==> src/rtl/lane_permute_alu.sv <==
// Streaming lane-wise ALU: operand A is routed through a programmable bit crossbar,
// then combined with operand B in a two-stage valid/ready pipeline.
module lane_permute_alu #(
  parameter int unsigned WIDTH = 8,
  parameter int unsigned IDXW  = $clog2(WIDTH),
  parameter int unsigned CNTW  = 16
) (
  input  logic             clk,
  input  logic             rst,
  input  logic             cfg_we,
  input  logic [IDXW-1:0]  cfg_idx,
  input  logic [IDXW-1:0]  cfg_src,
  input  logic             in_valid,
  output logic             in_ready,
  input  logic [2:0]       in_op,
  input  logic [WIDTH-1:0] in_a,
  input  logic [WIDTH-1:0] in_b,
  input  logic             in_sel,
  output logic             out_valid,
  input  logic             out_ready,
  output logic [WIDTH-1:0] out_data,
  output logic [CNTW-1:0]  txn_count
);

  localparam logic [2:0] OP_PASS = 3'd0;
  localparam logic [2:0] OP_AND  = 3'd1;
  localparam logic [2:0] OP_OR   = 3'd2;
  localparam logic [2:0] OP_XOR  = 3'd3;
  localparam logic [2:0] OP_ADD  = 3'd4;
  localparam logic [2:0] OP_SUB  = 3'd5;
  localparam logic [2:0] OP_MUX  = 3'd6;
  localparam logic [2:0] OP_GATE = 3'd7;

  logic [IDXW-1:0]  map [WIDTH];
  logic             s1_valid;
  logic [WIDTH-1:0] s1_a;
  logic [WIDTH-1:0] s1_b;
  logic [2:0]       s1_op;
  logic             s1_sel;

  logic             cfg_ok_c;
  logic             s2_free_c;
  logic             s1_adv_c;
  logic             accept_c;
  logic [WIDTH-1:0] a_p_c;
  logic [WIDTH-1:0] res_c;

  // Handshake chain: stage 2 frees when empty or drained, stage 1 follows it
  always_comb begin
    s2_free_c = !out_valid || out_ready;
    s1_adv_c  = s1_valid && s2_free_c;
    in_ready  = !s1_valid || s2_free_c;
    accept_c  = in_valid && in_ready;
    cfg_ok_c  = cfg_we && (32'(cfg_idx) < WIDTH) && (32'(cfg_src) < WIDTH);
  end

  // Crossbar reads the map before any same-edge write lands
  always_comb begin
    a_p_c = '0;
    for (int unsigned i = 0; i < WIDTH; i++) begin
      a_p_c[i] = in_a[map[i]];
    end
  end

  always_comb begin
    res_c = '0;
    case (s1_op)
      OP_PASS: res_c = s1_a;
      OP_AND:  res_c = s1_a & s1_b;
      OP_OR:   res_c = s1_a | s1_b;
      OP_XOR:  res_c = s1_a ^ s1_b;
      OP_ADD:  res_c = s1_a + s1_b;
      OP_SUB:  res_c = s1_a - s1_b;
      OP_MUX:  res_c = s1_sel ? s1_a : s1_b;
      OP_GATE: res_c = (s1_a ^ s1_b) & {WIDTH{s1_sel}};
      default: res_c = '0;
    endcase
  end

  always_ff @(posedge clk or posedge rst) begin
    if (rst) begin
      for (int unsigned i = 0; i < WIDTH; i++) begin
        map[i] <= IDXW'(i);
      end
    end else if (cfg_ok_c) begin
      map[cfg_idx] <= cfg_src;
    end
  end

  // Stage 1: permuted A plus the operands it will be combined with
  always_ff @(posedge clk or posedge rst) begin
    if (rst) begin
      s1_valid <= 1'b0;
      s1_a     <= '0;
      s1_b     <= '0;
      s1_op    <= OP_PASS;
      s1_sel   <= 1'b0;
    end else if (accept_c) begin
      s1_valid <= 1'b1;
      s1_a     <= a_p_c;
      s1_b     <= in_b;
      s1_op    <= in_op;
      s1_sel   <= in_sel;
    end else if (s1_adv_c) begin
      s1_valid <= 1'b0;
    end
  end

  // Stage 2: result register holds while the consumer stalls
  always_ff @(posedge clk or posedge rst) begin
    if (rst) begin
      out_valid <= 1'b0;
      out_data  <= '0;
    end else if (s1_adv_c) begin
      out_valid <= 1'b1;
      out_data  <= res_c;
    end else if (out_ready) begin
      out_valid <= 1'b0;
    end
  end

  always_ff @(posedge clk or posedge rst) begin
    if (rst) begin
      txn_count <= '0;
    end else if (out_valid && out_ready) begin
      txn_count <= txn_count + CNTW'(1);
    end
  end

endmodule

==> config.mk <==
export PLATFORM = sky130hd
export DESIGN_NAME = lane_permute_alu
export DESIGN_NICKNAME = d
export VERILOG_FILES = /design/src/rtl/lane_permute_alu.sv
export SDC_FILE = /design/constraint.sdc
export NUM_CORES = 1
export LEC_CHECK = 0
export ABC_CLOCK_PERIOD_IN_PS = 3100
export CORE_MARGIN = 2
export CORE_UTILIZATION = 40
export DETAILED_ROUTE_END_ITERATION = 12
export PLACE_DENSITY_LB_ADDON = 0.12
export SETUP_SLACK_MARGIN = 0.05
export SLEW_MARGIN = 20
export SYNTH_ARGS = -nofsm -noshare
export SYNTH_HDL_FRONTEND = slang
export SYNTH_SLANG_ARGS = --single-unit
==> constraint.sdc <==
create_clock -name clk -period 3.1 [get_ports clk]
set_input_delay 0.465 -clock clk [delete_from_list [all_inputs] [get_ports clk]]
set_output_delay 0.465 -clock clk [all_outputs]
set_load 0.005 [all_outputs]
==> impl_results.md <==
- Status: completed
- Antenna fix cells: 0
- Final Hold Viols: 0
- Most Frequent Cell on Critical Path: sky130_fd_sc_hd__ha_1
- Sequential share of the synthesized area: 0.408
- Unrepaired setup endpoints after global routing: no
- Number of nets in the layout: between 500 and 600
- Type of the setup path with the least slack: reg2reg
- Total number of vias: roughly 3200
- Combined area of all synthesized cells: around 0.0043 sq mm
- Critical-path cell with the highest stage delay: sky130_fd_sc_hd__dfrtp_1
- Number of placed instances, taps included: ~580
- Count of distinct cell types in the synthesized netlist: between 50 and 60
- Multiplexer share of the synthesized area: 0.217
- Master cell of the clock root buffer: sky130_fd_sc_hd__clkbuf_8
- Iteration-0 DRC Markers: between 100 and 150
- Initial cell density of the core: 0.415
- Compound-cell area share of the yosys netlist: 0.103
- Clock transition at the register clock pins on the worst setup and hold paths after CTS: approximately 90 ps
- Crit path cell chain: inv_1, ha_1, and3_1, a31oi_1, xnor2_1, ha_1, nor3b_1, a2111oi_0, o311a_1, a21oi_1
- Combinational family with the most area after synthesis: multiplexers
- Number of clock buffers inserted by TritonCTS: 9
- Transition at the pin with the smallest max-transition slack: 679 ps
- Aggregate routed wire length: 10.3 mm
- Number of vias per cell after detailed routing: ~5.4
- Post-route fraction of the period consumed by the critical path: 0.840
- Most area-hungry cell type in the Yosys netlist: sky130_fd_sc_hd__dfrtp_1
- Final cell utilization of the core: 0.510
- Hold Crit Class: reg2reg
- Maximum number of buffers from clock root to sink: 2
- Number of routed nets with antenna violations: 0
- Share of cells above drive strength 1: 0.202
- Fmax: between 0.3 and 0.4 GHz
- Die width: ~110 microns
- Power per cell area: a little under 700 mW/mm^2
- Leading cell types in the layout, fill and taps excluded: sky130_fd_sc_hd__dfrtp_1 (58), sky130_fd_sc_hd__clkdlybuf4s50_1 (56), sky130_fd_sc_hd__mux2_2 (33)
- Fraction of registers with async set or reset after synthesis: 1.00
- Worst VDD drop: 324 uV
- Synthesized area per cell: between 10 and 15 sq um
- Remaining design rule violation count: 0
- Area growth from synthesis to final layout: 22.9%
- Number of cells produced by synthesis: a little under 400
- Warnings from Yosys: 0
- Flops & latches, synth: 70
- Leading cell types by total area after synthesis: sky130_fd_sc_hd__dfrtp_1 (34%), sky130_fd_sc_hd__mux2_2 (8.6%), sky130_fd_sc_hd__mux4_2 (8.3%), sky130_fd_sc_hd__dfstp_2 (7.3%), sky130_fd_sc_hd__ha_1 (7.2%)
- Kind of launch point of the worst setup path: flop
- Number of enable flip-flop cells after synthesis: 0
- Post-CTS repair timing setup buffer count: 0
- Wire length of the first global-routing pass: between 15 and 20 mm
- Share of the synthesized area in the top cell type: 0.336
- Basic-gate share of the synthesized area counting and, or, nand and nor cells: 0.113
- Die outline area: between 0.01 and 0.015 sq mm
- Worst clock skew on the final layout: approximately 10 ps
- Commonest non-fill, non-tap cell in the layout: sky130_fd_sc_hd__dfrtp_1
- Leakage: 2.24 nW
- Non-filler cells, final: roughly 600
- Number of hold buffers added after CTS: 0
- Routed wire length per instance: 17.4 microns
- Total global-route track usage: 0.191
- Minimum clock period after layout: approximately 2600 ps
- Maximum cell stage delay along the critical path: between 400 and 500 ps
- # H-tree levels: 3
- CTS tree: done
- Largest net degree at the start of global routing: 38
- Number of standard-cell rows in the floorplan: 37
- Synthesized-area fraction occupied by xor and xnor cells: 0.0506
- # Max-Cap Violations: 0
- Top-Level Pins: 57
- Required time at the endpoint of the critical path: around 3400 ps
- Post-synthesis adder-cell area fraction: 0.0769
- Syn_nets: 442
- Number of resized instances in the post-cts repair step: 0
- DP HPWL: ~7.6 mm
- Initial antenna violation count: 0
- CP Max Fanout: 7
- Total negative slack for setup checks: 0 ps
- RePlAce Congestion: between 0.8 and 0.9
- Relative slew slack: 0.547
- Later-pin clock latency in the skew report: about 360 ps
- Critical Path End Type: flop
- Grt total ovfl: 0
- Most frequently used flop master after synthesis: sky130_fd_sc_hd__dfrtp_1
- Core region area: between 0.01 and 0.015 sq mm
- Worst Path Arrival: around 2900 ps
- Port-buffer cells: 56
- Number of sinks handled by clock tree synthesis: 70
- Via count of the first global-routing pass: ~3300
- Total of endpoints with negative setup slack in the final report: 0
- Detailed Routing Iterations Pass 1: 4
- Die span in y: between 100 and 150 microns
- Fin. max-slew vios: 0
per-stage QoR:
step           area, sq um  setup WS, ps  power [mW]  hold WS [ps]
2_1_floorplan         4330           729        2.23           465
5_1_grt               5320           164        3.88           521
6_report              5320           495        3.61           475
3_3_place_gp          5070           663        2.68           458
3_5_place_dp          5070           629        2.71           465
4_1_cts               5320           551        3.65           475
cells by family after synthesis:
kind of cell               Yosys count
DFF                                 70
buffers and inverters               31
AOI/OAI and AO/OA                   71
xor gates and xnor gates            25
and+or+nand+nor                     93
adders and majority gates           26
muxes                               69
report_power, final:
group | internal [mW] | switching, mW
clock network | 0.537 | 0.378
registers | 1.15 | 0.244
logic | 0.728 | 0.579
state kept, by name, indices dropped and copies added, names as in the netlist:
signal and flops:
s1_valid 1, s1_op 3, txn_count 16, s1_b 8
s1_sel 1, map 24, out_valid 1, out_data 8
s1_a 8
synthesized netlist by cell type (all sizes together) (2+ instances only):
cell     number
nand4b        3
inv          21
o31ai         3
o22ai         8
buf           4
mux2         38
mux4         16
nand3         9
ha           25
nand2        29
clkbuf        6
a21oi        21
o21ai        17
xor2          5
dfstp        12
nor3          3
o21a          3
a211oi        3
a31oi         5
a2111oi       2
mux2i        15
xnor2        20
nor3b         3
nand3b        4
nand4         5
and3          4
nand2b        7
dfrtp        58
nor2         18
and2          2
cell type report:
class	instances	area (sq um)
fillers	971	5100
flip-flops and latches	70	1770
clock inverters	7	120
clock buffers	9	124
repair buffers	64	633
multi-input cells	284	2420
well taps	136	170
inverters	21	78.8
path summary, 6_finish.rpt:
check / start / to / slack (ps) / depth (start not counted)
max in group asynchronous: rst / txn_count[7] / 1800 / 4
setup reg to reg: s1_b[0] / out_data[6] / 490 / 10
hold reg to reg: txn_count[15] / txn_count[15] / 480 / 1
setup / recovery: s1_b[0] / out_data[6] / 490 / 10
hold / removal: txn_count[15] / txn_count[15] / 480 / 1
min in group asynchronous: rst / txn_count[15] / 500 / 2
critical path, delay by kind of cell (launching register included):
kind | cells | cell delay, ps
AOI/OAI and AO/OA | 4 | 930
adders and majority gates | 2 | 600
DFF | 1 | 490
and+or+nand+nor | 2 | 260
buffers and inverters | 1 | 110
xor gates and xnor gates | 1 | 110
layer usage:
| layer | global-route usage | part of all wire | wire length (microns) | up-vias |
|---|---|---|---|---|
| met5 | 0 | 0 | 0 | - |
| met2 | 0.311 | 0.49 | 5080 | 85 |
| met1 | 0.248 | 0.45 | 4600 | 1565 |
| li1 | - | - | - | 1539 |
| met3 | 0.0482 | 0.041 | 417 | 12 |
| met4 | 0.0687 | 0.018 | 187 | 0 |
Note: power is estimated with default switching activity, not from simulation.
